--- config.mk ---
export PLATFORM = sky130hd
export DESIGN_NAME = wide_add_sequencer
export DESIGN_NICKNAME = d
export VERILOG_FILES = /design/src/rtl/wide_add_sequencer.sv
export SDC_FILE = /design/constraint.sdc
export NUM_CORES = 1
export LEC_CHECK = 0
export BUFFER_PORTS_ARGS = -buffer_cell sky130_fd_sc_hd__buf_2
export CORE_MARGIN = 2
export CORE_UTILIZATION = 49
export CTS_CLUSTER_DIAMETER = 40
export DETAILED_ROUTE_END_ITERATION = 12
export PLACE_DENSITY = 0.77
export SYNTH_ARGS = -nofsm -noshare
export SYNTH_HDL_FRONTEND = slang
export SYNTH_SLANG_ARGS = --single-unit
export TNS_END_PERCENT = 5
--- constraint.sdc ---
create_clock -name clk -period 14.85 [get_ports clk]
set_input_delay 2.2275 -clock clk [delete_from_list [all_inputs] [get_ports clk]]
set_output_delay 2.2275 -clock clk [all_outputs]
set_load 0.05 [all_outputs]
--- src/rtl/wide_add_sequencer.sv ---
// wide_add_sequencer: multi-precision adder. One 32-bit carry bypass adder
// is stepped across WORDS words, least significant word first. The carry is
// held in a register between words.
// Optional macro WIDE_ADD_SUB_EN adds a sub_i input that selects A-B.
module wide_add_sequencer #(
    parameter int WORDS = 4
) (
    input  logic                  clk,
    input  logic                  rst,
    input  logic                  start_i,
    input  logic [32*WORDS-1:0]   a_i,
    input  logic [32*WORDS-1:0]   b_i,
    input  logic                  cin_i,
`ifdef WIDE_ADD_SUB_EN
    input  logic                  sub_i,
`endif
    output logic                  ready_o,
    output logic                  busy_o,
    output logic                  done_o,
    output logic [32*WORDS-1:0]   sum_o,
    output logic                  cout_o,
    output logic                  overflow_o
);

    localparam int W     = 32 * WORDS;
    localparam int IDX_W = $clog2(WORDS);

    typedef enum logic [1:0] {IDLE, RUN, DONE} state_t;

    state_t                 state;
    logic [IDX_W-1:0]       idx;
    logic                   carry_r;
    logic [W-1:0]           op_a;
    logic [W-1:0]           op_b;

    logic [31:0]            word_a;
    logic [31:0]            word_b;
    logic [31:0]            add_s;
    logic                   add_co;

    // 32-bit carry bypass adder: eight 4-bit ripple blocks. A block whose
    // bits all propagate passes its incoming carry straight through; the
    // value returned in bit 32 is the carry at the end of the bypass chain.
    function automatic logic [32:0] cba_add(input logic [31:0] a,
                                            input logic [31:0] b,
                                            input logic        ci);
        logic [31:0] p;
        logic [31:0] g;
        logic [31:0] s;
        logic        c_blk;
        logic        c_rip;
        p     = a ^ b;
        g     = a & b;
        s     = '0;
        c_blk = ci;
        for (int blk = 0; blk < 8; blk++) begin
            c_rip = c_blk;
            for (int k = 0; k < 4; k++) begin
                s[blk*4+k] = p[blk*4+k] ^ c_rip;
                c_rip      = g[blk*4+k] | (p[blk*4+k] & c_rip);
            end
            c_blk = (&p[blk*4 +: 4]) ? c_blk : c_rip;
        end
        return {c_blk, s};
    endfunction

    // Signed overflow: both operands share a sign and the result sign differs.
    function automatic logic ovf_detect(input logic a_msb,
                                        input logic b_msb,
                                        input logic s_msb);
        return (a_msb == b_msb) && (s_msb != a_msb);
    endfunction

    // Feed the current word of each operand and the running carry to the adder
    always_comb begin
        word_a          = op_a[idx*32 +: 32];
        word_b          = op_b[idx*32 +: 32];
        {add_co, add_s} = cba_add(word_a, word_b, carry_r);
    end

    // Sequencer FSM with registered handshake and result outputs
    always_ff @(posedge clk) begin
        if (rst) begin
            state      <= IDLE;
            ready_o    <= 1'b1;
            busy_o     <= 1'b0;
            done_o     <= 1'b0;
            sum_o      <= '0;
            cout_o     <= 1'b0;
            overflow_o <= 1'b0;
            idx        <= '0;
            carry_r    <= 1'b0;
            op_a       <= '0;
            op_b       <= '0;
        end else begin
            case (state)
                IDLE: begin
                    if (start_i) begin
                        op_a       <= a_i;
`ifdef WIDE_ADD_SUB_EN
                        op_b       <= sub_i ? ~b_i : b_i;
                        carry_r    <= sub_i ? 1'b1 : cin_i;
`else
                        op_b       <= b_i;
                        carry_r    <= cin_i;
`endif
                        idx        <= '0;
                        sum_o      <= '0;
                        cout_o     <= 1'b0;
                        overflow_o <= 1'b0;
                        ready_o    <= 1'b0;
                        busy_o     <= 1'b1;
                        state      <= RUN;
                    end
                end
                RUN: begin
                    sum_o[idx*32 +: 32] <= add_s;
                    carry_r             <= add_co;
                    if (idx == IDX_W'(WORDS - 1)) begin
                        idx        <= '0;
                        cout_o     <= add_co;
                        overflow_o <= ovf_detect(op_a[W-1], op_b[W-1], add_s[31]);
                        busy_o     <= 1'b0;
                        done_o     <= 1'b1;
                        state      <= DONE;
                    end else begin
                        idx <= idx + 1'b1;
                    end
                end
                DONE: begin
                    done_o  <= 1'b0;
                    ready_o <= 1'b1;
                    state   <= IDLE;
                end
                default: begin
                    state <= IDLE;
                end
            endcase
        end
    end

endmodule

== Yosys cells after proc, flatten, opt, wreduce, memory -nomap -nowiden ==
Index checks and enable logic that the tools add are counted.

* Input bits: 260
* Register bits: 394

* Bitwise operators: 98
* Multiplexer cells: 30
* Eq/ne operators: 7
* Shift operators: 4
* Reduce and logical (&&, ||, !) cells: 19
* Add/sub/neg operators: 2

{| class="wikitable"
|+ Operators by type and width
! kind !! number
|-
| 128-bit one-hot mux with 2 select lines || 1
|-
| 128-bit by 8-bit indexed part select with 32-bit output || 2
|-
| 128-bit bitwise mux || 1
|-
| 128-bit two-way mux || 1
|-
| 32-bit by 34-bit variable shift with 128-bit output, first input constant || 1
|-
| 32-bit by 34-bit indexed part select with 128-bit output || 1
|-
| 7-bit negator with 34-bit output || 1
|-
| 1-bit AND || 32
|-
| 32-bit AND || 1
|-
| 1-bit OR || 32
|-
| 4-bit AND reduction || 8
|-
| 1-bit XOR || 32
|-
| 32-bit XOR || 1
|-
| 1-bit two-way mux || 15
|-
| 1-bit one-hot mux with 2 select lines || 6
|-
| 2-bit AND reduction || 5
|-
| 2-bit two-way mux || 4
|-
| 2-bit one-hot mux with 2 select lines || 2
|-
| 2-bit nonzero test || 3
|-
| 2-bit == test, second input constant || 2
|-
| 2-bit != test, second input constant || 2
|-
| 3-bit AND reduction || 1
|-
| 2-bit by 1-bit adder with 2-bit output, second input constant || 1
|-
| 2-bit by 1-bit == test with 1-bit output, second input constant || 1
|-
| 4 further kinds || 4
|}

== Longest topological paths before layout ==
Gate-level depths: netlist of the first run.

* Depth in word-level cells: 76
* Gate-level depth with buffers: 55
* Gate-level depth less buffers: 53

== Worst setup path after synthesis of the first run ==
Ideal clock, no wire load.

* Path kind: register to register
* Start: register idx[1]
* End: register overflow_o
* Clock period less this slack: 15.526 ns
* Setup time: 0.065 ns
* Stages on the path, launching flop included: 56
* Setup slack: -0.676 ns
* Path buffers: 2
* Data arrival time: 15.461 ns
* Cell sequence: dfxtp_1 -> buf_2 -> buf_1 -> mux4_2 -> fa_1 -> inv_1 -> fa_1 -> fa_1 -> fa_1 -> mux2_4 -> fa_1 -> fa_1 -> fa_1 -> fa_1 -> inv_1 -> a21oi_1 -> fa_1 -> fa_1 -> [... 20 more ...] -> fa_1 -> a21oi_1 -> o31ai_2 -> fa_1 -> fa_1 -> fa_1 -> fa_1 -> mux2_2 -> fa_1 -> fa_1 -> fa_1 -> inv_1 -> fa_1 -> nor2_1 -> a21oi_1 -> nor3_1 -> a21oi_1 -> nor2_1

* Cells in the longest elaborated chain, start to end: 76
* Elaborated cells on any way between the ends: 88
* Classes of those cells: 3 x eq/ne; 2 x shift; 9 x mux; 65 x bitwise; 9 x reduce/logical

{| class="wikitable"
|+ RTL lines
! item !! RTL line !! text
|-
| start, declared || 31 || <nowiki>logic [IDX_W-1:0] idx;</nowiki>
|-
| start signal, assigned || 127 || <nowiki>idx <= idx + 1'b1;</nowiki>
|-
| 128-bit by 8-bit indexed part select with 32-bit output (on tied branches) || 76, 77 ||
|-
| 32-bit XOR || 52 || <nowiki>p = a ^ b;</nowiki>
|-
| 1-bit AND || 60 || <nowiki>c_rip = g[blk*4+k] | (p[blk*4+k] & c_rip);</nowiki>
|-
| 1-bit OR || 60 ||
|-
| 1-bit AND || 60 ||
|-
| 1-bit OR || 60 ||
|-
| 1-bit AND || 60 ||
|-
| 1-bit OR || 60 ||
|-
| [... 60 more ...] || - ||
|-
| 1-bit OR || 60 ||
|-
| 1-bit AND || 60 ||
|-
| 1-bit OR || 60 ||
|-
| 1-bit XOR || 59 || <nowiki>s[blk*4+k] = p[blk*4+k] ^ c_rip;</nowiki>
|-
| 1-bit != test || 71 || <nowiki>return (a_msb == b_msb) && (s_msb != a_msb);</nowiki>
|-
| 1-bit logical AND || 71 ||
|-
| 1-bit two-way mux || 119 || <nowiki>if (idx == IDX_W'(WORDS - 1)) begin</nowiki>
|-
| 1-bit one-hot mux with 2 select lines || 96 || <nowiki>case (state)</nowiki>
|-
| end signal, assigned || 122 || <nowiki>overflow_o <= ovf_detect(op_a[W-1], op_b[W-1], add_s[31]);</nowiki>
|-
| end, declared || 22 || <nowiki>output logic overflow_o</nowiki>
|}

Parallel ways exist; a longest one is shown, timed or not. The select of a mux whose other input is x is not followed.
A chain may end at the register's enable or synchronous reset.

== Worst setup path after layout of the first run ==
* Start: register idx[0]
* End: register overflow_o

Same word-level chain as after synthesis.

==> results of run 1 <==
-- through the flow --
stage	util, %	setup slack [ps]	TNS [ps]
after floorplan	-	23.72	0
after global placement	56.03	-153.6	-680.8
after detailed placement	56.03	-363.0	-2129
after CTS	61.17	46.48	0
after global routing	61.33	10.79	0
final	61.34	438.0	0
-- placed cells by master (no fill, tap or decap), types with 7 or more instances in the layout --
master / instances
dfxtp_1: 392
ha_1: 36
fa_2: 27
inv_1: 69
buf_2: 391
nand2_1: 522
a22oi_1: 9
clkbuf_1: 7
a21oi_1: 385
nor2_1: 260
nand4_1: 9
clkbuf_16: 51
buf_4: 33
clkinv_2: 7
mux4_2: 64
-- power groups by stage --
stage	Sequential, mW	Clock [mW]	Combinational (mW)
2_1_floorplan	1.16	0	0.197
3_3_place_gp	1.15	0	0.314
3_5_place_dp	1.15	0	0.320
4_1_cts	1.13	1.22	0.324
5_1_grt	1.14	1.27	0.359
6_report	1.13	1.21	0.328
-- cell type report --
cell class                      count  area, um^2  area share (%)
Antenna cell                        5       12.51         0.06083
Clock buffer                       61        1344           6.533
Multi-Input combinational cell   1355        7930           38.55
Sequential cell                   394        7895           38.38
Tap cell                          448       560.5           2.725
Clock inverter                     29       334.1           1.624
Timing Repair Buffer              426        2231           10.85
Inverter                           70       262.8           1.277
-- synth_stat cells (2+ instances only) --
master,number
a22oi_1,9
buf_6,3
a21oi_1,390
nor3_1,3
fa_1,32
and4_1,2
mux4_2,64
buf_4,20
dfxtp_1,394
inv_1,70
clkbuf_1,71
buf_2,48
nand4_1,9
nand2b_1,4
nor2_1,261
ha_1,36
o21ai_0,2
nand2_1,523
-- state kept, by name, indices dropped and copies added (netlist names) --
register / flops
sum_o: 128
op_b: 128
overflow_o: 1
ready_o: 1
idx: 2
busy_o: 1
carry_r: 1
state: 2
cout_o: 1
done_o: 1
op_a: 128
-- worst paths after layout --
path | from | to | slack, ps
max reg2reg | idx[0] | overflow_o | 440
max | idx[0] | overflow_o | 440
min | op_a[115] | op_a[115] | 450
min reg2reg | op_a[115] | op_a[115] | 450
-- metal layers --
| layer | track usage, % | routed length, um | vias to the layer above | share of wire, % |
|---|---|---|---|---|
| li1 | - | - | 7083 | - |
| met1 | 37.95 | 21500 | 7002 | 43 |
| met2 | 43.46 | 22440 | 704 | 45 |
| met3 | 5.290 | 4504 | 109 | 9.0 |
| met4 | 10.46 | 1660 | 8 | 3.3 |
| met5 | 0 | 44 | - | 0.088 |
-- worst max-delay path, delay by kind of cell (launching register included) --
kind,cells,cell delay (ps)
DFF,1,370
buffers and inverters,5,330
muxes,3,970
AOI/OAI and AO/OA,7,880
and+or+nand+nor,5,320
adders and majority gates,32,11340
-- logic make-up after synthesis --
logic type      Yosys count  synth area share, %
fa+ha+maj                68                6.552
flops                   394                47.37
mux                      66                8.814
compound gates          412                12.83
simple gates            809                18.69
buf+inv                 213                5.748
-- what timing repair did --
action | in CTS | in global routing
setup endpoints to repair | 7 | 8
setup buffers | 1 | 1
gates resized for setup | 10 | 14
pin swaps | 3 | 8
==> impl_metrics.csv, run 1 <==
group,metric,value,unit
place,portBuffers,392,
yosys,yosysWarnings,0,
sta,worstMarginPinSlew,1127,ps
critical_path,rr_worst_depth,52,
pwr,switching_share,26.41,%
detailed_routing,drt_iter0_drc,1071,
place,place.gp.congestion,0.8742,
grt,grt_max_degree,171,
detailed_routing,wl_per_cell,17.99,um
clock_tree,ctsHoldBuffers,0,
pwr,combPwrFrac,12.3,%
place,hpwl,35990,um
yosys,yosysTopAreaCellShare,47.37,%
critical_path,crit_fanout,6,
grt,grt_pass1_wl,77310,um
pwr,power.internal,1.961,mW
pwr,p_clk_share,45.2,%
clock_tree,cts_buffers,49,
layout,fin_cells,2788,
yosys,netlist.top_cell.by_area,"dfxtp_1",
hold_path,hold_depth,2,
clock_tree,clk_path_buf_depth,3,
detailed_routing,drcViolationCount,0,
detailed_routing,drtPass1Iterations,5,
pwr,p_leak,8.628,nW
clock_tree,htree_levels,2,
yosys,synth_cell_type_count,39,
sta,slew_viol_final,0,
yosys,syn_area,16650,um^2
critical_path,crit_slowest_cell,"fa_2",
sta,slew_headroom,24.88,%
sta,rsz0062_at_grt,"no",
outcome,status,"complete, no violations",
floorplan,die_area,35470,um^2
grt,grt.total_usage,27.63,%
yosys,avgSynthCellArea,8.487,um^2
sta,hold_viol_final,0,
grt,overflow,0,
critical_path,crit_top_cell,"fa_2",
yosys,async_reset_ff_share,0,%
clock_tree,cts_tree,"yes",
pwr,powerDensity,129.6,nW/um^2
clock_tree,numClockSinks,394,
floorplan,rows,67,
detailed_routing,wirelength,50150,um
sta,hold_slack,452.3,ps
sta,fmax,69.39,MHz
floorplan,pin_count,393,
floorplan,die_w,188.3,um
pwr,switching_power,0.7040,mW
layout,fin_area,20570,um^2
detailed_routing,ant_nets,0,
yosys,netlist_instances,1962,
detailed_routing,vias,14910,
critical_path,crit_arrival,14800,ps
layout,num-nets-final,2624,
grt,antenna_found_initial,9,
hold_path,min_path_type,"reg -> reg",
pwr,pwr-share-seq,42.4,%
critical_path,worst_setup_path_end_kind,"flip-flop",
yosys,synth.ff_latch_count,394,
floorplan,core_region_area,33530,um^2
critical_path,worstPathRequired,15240,ps
layout,layout-drive-gt1-share,26.55,%
sta,period_share,97.05,%
pwr,power,2.665,mW
sta,final.min_clock_period,14410,ps
yosys,synth_edf_count,0,
yosys,synthFlopType,"dfxtp_1",
clock_tree,worstSkewPairLatency,540,ps
critical_path,cp-start-kind,"flip-flop",
flow_run,maxCapViolations,0,
pwr,irDropWorstVdd,0.08790,mV
critical_path,slowest_delay,490,ps
place,dp_cells,2691,
grt,grt_pass1_vias,14590,
floorplan,start_util,49.66,%
layout,fill_cells,2912,
critical_path,critical_path_class,"reg -> reg",
yosys,syn_nets,2290,
clock_tree,cts_root_buf,"clkbuf_16",
yosys,ys_seq_area_share,47.37,%
sta,finClkSkew,14.09,ps
detailed_routing,vias_per_cell,5.346,
clock_tree,cts.clk_slew.worst_paths,60,ps
sta,setup_viol,0,
place,place_area,18790,um^2
yosys,synth.area.top_cells,"dfxtp_1, nand2_1, a21oi_1",
layout,synthToLayoutAreaGrowth,23.53,%
floorplan,dieHeight,188.3,um
Note: power is estimated with default switching activity, not from simulation.
==> run 2: changes to the inputs <==
Settings changed: PLACE_DENSITY 0.77 to 0.79.
==> run 2 against run 1 <==
Critical path depth unchanged. Total power down 0.89%. Largest power group unchanged. Critical endpoint unchanged. Sequential share of layout area up 0.058 points.
==> impl_metrics.csv, run 2 (synthesis results as in run 1) <==
group,metric,value,unit
place,dp_cells,2690,
clock_tree,cts_buffers,49,
detailed_routing,vias,15110,
critical_path,crit_top_cell,"fa_2",
sta,hold_slack,452.2,ps
critical_path,cp_num_buf_inv,5,
sta,worstMarginPinSlew,1230,ps
layout,layout-drive-gt1-share,26.74,%
detailed_routing,wl_met2,22870,um
sta,period_share,97.48,%
hold_path,min_path_type,"reg -> reg",
floorplan,rows,67,
clock_tree,cts_tree,"yes",
floorplan,pin_count,393,
flow_run,maxCapViolations,0,
detailed_routing,top_layer_used,"met4",
critical_path,worstPathRequired,15240,ps
place,portBuffers,392,
clock_tree,numClockSinks,394,
pwr,powerDensity,128.6,nW/um^2
sta,setup_viol,0,
pwr,power,2.642,mW
layout,fill_cells,2932,
clock_tree,worstSkewPairLatency,540,ps
floorplan,die_area,35470,um^2
clock_tree,htree_levels,2,
place,place.gp.congestion,0.8656,
outcome,status,"complete, no violations",
sta,fmax,69.08,MHz
critical_path,crit_fanout,6,
clock_tree,cts.clk_slew.worst_paths,60,ps
layout,synthToLayoutAreaGrowth,23.35,%
grt,grt.total_usage,27.87,%
place,hpwl,35670,um
detailed_routing,wirelength,50400,um
detailed_routing,wl_per_cell,18.11,um
detailed_routing,wl_met3,4269,um
layout,fin_cells,2783,
place,place_area,18780,um^2
detailed_routing,drcViolationCount,0,
critical_path,cp_top_family,"adder cells",
place,dp_slack,-359.0,ps
sta,slew_viol_final,0,
layout,mostFrequentLayoutCell,"nand2_1",
detailed_routing,vias_per_cell,5.429,
floorplan,start_util,49.66,%
sta,setup_tns,0,ps
pwr,p_leak,8.628,nW
sta,slew_headroom,18.01,%
detailed_routing,drt_iter0_drc,1083,
sta,setup_ws,374.9,ps
grt,grt_pass1_vias,14710,
detailed_routing,met1Wirelength,21650,um
critical_path,slowest_delay,470,ps
grt,antenna_found_initial,0,
critical_path,critical_path_class,"reg -> reg",
critical_path,worst_setup_path_end_kind,"flip-flop",
detailed_routing,drtPass1Iterations,5,
sta,hold_viol_final,0,
layout,mostFrequentLayoutCells,"nand2_1, dfxtp_1, buf_2, a21oi_1, nor2_1",
sta,finClkSkew,23.17,ps
layout,top_regs,"op_a (128), op_b (128), sum_o (128)",
floorplan,core_region_area,33530,um^2
clock_tree,cts_root_buf,"clkbuf_16",
pwr,irDropWorstVdd,0.1083,mV
grt,grt_max_degree,182,
floorplan,die_w,188.3,um
detailed_routing,ant_nets,0,
layout,fin_area,20540,um^2
layout,fin_util,61.25,%
critical_path,crit_slowest_cell,"fa_2",
floorplan,dieHeight,188.3,um
critical_path,crit_arrival,14860,ps
sta,final.min_clock_period,14480,ps
layout,num-nets-final,2624,
grt,overflow,0,
clock_tree,clk_path_buf_depth,3,
grt,grt_pass1_wl,78360,um
critical_path,cp-start-kind,"flip-flop",
==> run 2: changes by cell type in the layout (fill, tap and decap cells not counted), moves of 2 or more <==
cell        before  now
clkinvlp_4       6    3
bufinv_16        5    3
clkbuf_8         3    9
diode_2          5    1
clkbuf_16       51   49
fa_2            27   30
inv_6            4    6
clkinv_2         7    5
fa_1             5    2
==> run 2: worst paths after layout <==
kind / cells after the start / slack, ps / from / endpoint
setup / recovery: 52 / 370 / idx[0] / overflow_o
hold / removal: 2 / 450 / op_b[124] / op_b[124]
setup reg to reg: 52 / 370 / idx[0] / overflow_o
hold reg to reg: 2 / 450 / op_b[124] / op_b[124]
==> run 2: worst register-to-register path, delay by kind of cell (launching register included) <==
kind / cells / cell delay (ps)
AOI/OAI and AO/OA: 7 / 880
adders and majority gates: 32 / 11430
buffers and inverters: 5 / 330
DFF: 1 / 370
muxes: 3 / 970
and+or+nand+nor: 5 / 340
==> run 2: power by group <==
part | internal (mW) | total (mW) | switching, mW
Clock | 0.713 | 1.18 | 0.466
Sequential | 1.10 | 1.13 | 0.0253
Combinational | 0.120 | 0.333 | 0.212
==> run 2: what timing repair did <==
item,CTS,global route
hold buffers,0,0
buffers inserted,1,2
resized for setup,10,18
pin swaps,2,17
endpoints found under the setup margin,7,11
==> run 2: final cells by class <==
type / instances / area, um^2 / share of cell area, %
timing repair buffer: 426 / 2231 / 10.86
clock inverter: 25 / 272.8 / 1.328
inverter: 70 / 262.8 / 1.279
antenna: 1 / 2.502 / 0.01218
clock buffer: 64 / 1373 / 6.683
multi-input combinational: 1355 / 7941 / 38.67
sequential: 394 / 7895 / 38.44
tap: 448 / 560.5 / 2.729
==> run 2: layer usage <==
metal | up-vias | GRT usage, %
met2 | 738 | 44.48
met4 | 0 | 9.435
met5 | - | 0
met1 | 7179 | 39.00
met3 | 110 | 4.079
li1 | 7083 | -
==> run 3: changes to the inputs <==
Settings changed: RECOVER_POWER set to 25.
==> run 3 against run 2 <==
The flow now finishes with violations (max-capacitance violations, max-slew violations). Critical path depth stayed put. Non-clock buffer count stayed put. Register-to-register slack hardly changed. First-iteration DRC count is 1.4% lower. Core utilization is 0.35 points lower. Global-route usage stayed put. Fmax hardly changed. Total power is 0.17% higher. Sequential cell count stayed put. Routed wire length is 0.67% higher.
==> impl_metrics.csv, run 3 (synthesis results as in run 1) <==
group,metric,value,unit
layout,synthToLayoutAreaGrowth,22.64,%
sta,worstMarginPinSlew,7673,ps
layout,mostFrequentLayoutCell,"nand2_1",
clock_tree,numClockSinks,394,
critical_path,crit_slowest_cell,"fa_2",
critical_path,crit_arrival,14870,ps
grt,grt_pass1_wl,78360,um
grt,grt_pass1_vias,14710,
grt,grt_max_degree,182,
place,portBuffers,392,
layout,fill_cells,2980,
sta,period_share,97.50,%
pwr,power,2.646,mW
sta,fmax,69.06,MHz
critical_path,crit_top_cell,"fa_2",
layout,layout-drive-gt1-share,22.96,%
hold_path,min_path_type,"reg -> reg",
clock_tree,worstSkewPairLatency,550,ps
sta,hold_slack,453.4,ps
floorplan,rows,67,
layout,fin_cells,2784,
clock_tree,cts_root_buf,"clkbuf_16",
critical_path,cp-start-kind,"flip-flop",
detailed_routing,drtPass1Iterations,5,
place,dp_cells,2690,
floorplan,pin_count,393,
detailed_routing,vias_per_cell,5.411,
critical_path,slowest_delay,480,ps
floorplan,die_w,188.3,um
hold_path,worstHoldStart,"op_b[53]",
floorplan,dieHeight,188.3,um
critical_path,worstPathRequired,15240,ps
sta,slew_headroom,-411.6,%
critical_path,crit_fanout,6,
place,dp_slack,-359.0,ps
detailed_routing,drt_iter0_drc,1068,
critical_path,critical_path_class,"reg -> reg",
layout,num-nets-final,2624,
layout,mostFrequentLayoutCells,"nand2_1, dfxtp_1, a21oi_1, buf_2, nor2_1",
pwr,powerDensity,129.6,nW/um^2
critical_path,r2r-start,"idx[0]",
clock_tree,clk_path_buf_depth,3,
layout,top_regs,"op_a (128), op_b (128), sum_o (128)",
detailed_routing,vias,15060,
grt,antenna_found_initial,0,
critical_path,startpoint,"idx[0]",
place,place.gp.congestion,0.8656,
clock_tree,cts.clk_slew.worst_paths,60,ps
detailed_routing,wirelength,50740,um
outcome,status,"finished with violations",
grt,overflow,0,
sta,final.min_clock_period,14480,ps
sta,setup_tns,0,ps
detailed_routing,wl_per_cell,18.22,um
outcome,violations,"max-capacitance violations, max-slew violations",
detailed_routing,drcViolationCount,0,
clock_tree,cts_tree,"yes",
pwr,irDropWorstVdd,0.1081,mV
floorplan,start_util,49.66,%
clock_tree,htree_levels,2,
sta,hold_viol_final,0,
sta,slew_viol_final,182,
clock_tree,cts_buffers,49,
critical_path,worst_setup_path_end_kind,"flip-flop",
sta,setup_ws,370.8,ps
grt,grt.total_usage,27.87,%
detailed_routing,ant_nets,0,
sta,finClkSkew,24.27,ps
flow_run,maxCapViolations,1,
pwr,p_leak,8.239,nW
sta,setup_viol,0,
place,hpwl,35670,um
floorplan,die_area,35470,um^2
floorplan,core_region_area,33530,um^2
-- run 3: cell types whose count changed in the layout (fill, tap and decap cells not counted) --
cell / delta
clkbuf_1: +88
diode_2: +1
buf_8: -1
buf_2: -87
-- run 3: worst paths after layout --
check | endpoint | slack (ps) | cells after the start
min reg2reg | op_b[53] | 450 | 2
min | op_b[53] | 450 | 2
max | overflow_o | 370 | 52
max reg2reg | overflow_o | 370 | 52
-- run 3: area by class of cell --
type	instances	area [um^2]	area share [%]
Inverter	70	262.8	1.287
Clock buffer	64	1373	6.721
Clock inverter	25	272.8	1.336
Tap cell	448	560.5	2.745
Multi-Input combinational cell	1355	7941	38.89
Antenna cell	2	5.005	0.02451
Sequential cell	394	7895	38.66
Timing Repair Buffer	426	2111	10.34
-- run 3: metrics by stage --
step	util, %	area (um^2)
after floorplan	-	16700
after global placement	56.01	18780
after detailed placement	56.01	18780
after CTS	61.05	20470
after global routing	60.88	20420
final	60.90	20420
-- run 3: worst max-delay path: cells and delay by family, from the launching register on --
family	cells	cell delay, ps
flip-flops	1	370
AO/OA/AOI/OAI	7	870
AND/OR/NAND/NOR	5	340
multiplexers	3	970
adder cells (fa/ha/maj)	32	11450
buffers and inverters	5	330
-- run 3: power breakdown --
part / total [mW] / leakage, nW / switching (mW) / internal, mW
Combinational: 0.335 / 4.22 / 0.213 / 0.122
Clock: 1.18 / 0.805 / 0.468 / 0.712
Sequential: 1.13 / 3.22 / 0.0255 / 1.11
-- run 3: metal layers --
layer  vias to the layer above  GRT usage [%]  share of wire (%)
met5                         -              0                  0
met4                         0          9.435                3.2
met3                       107          4.079                8.5
met2                       753          44.48                 45
met1                      7118          39.00                 43
li1                       7085              -                  -
-- run 3: repair_timing --
action                     4_1_cts  5_1_grt
gates resized for setup         10       18
pin swaps                        2       17
setup endpoints to repair        7       11
hold buffers                     0        0
setup buffers                    1        2
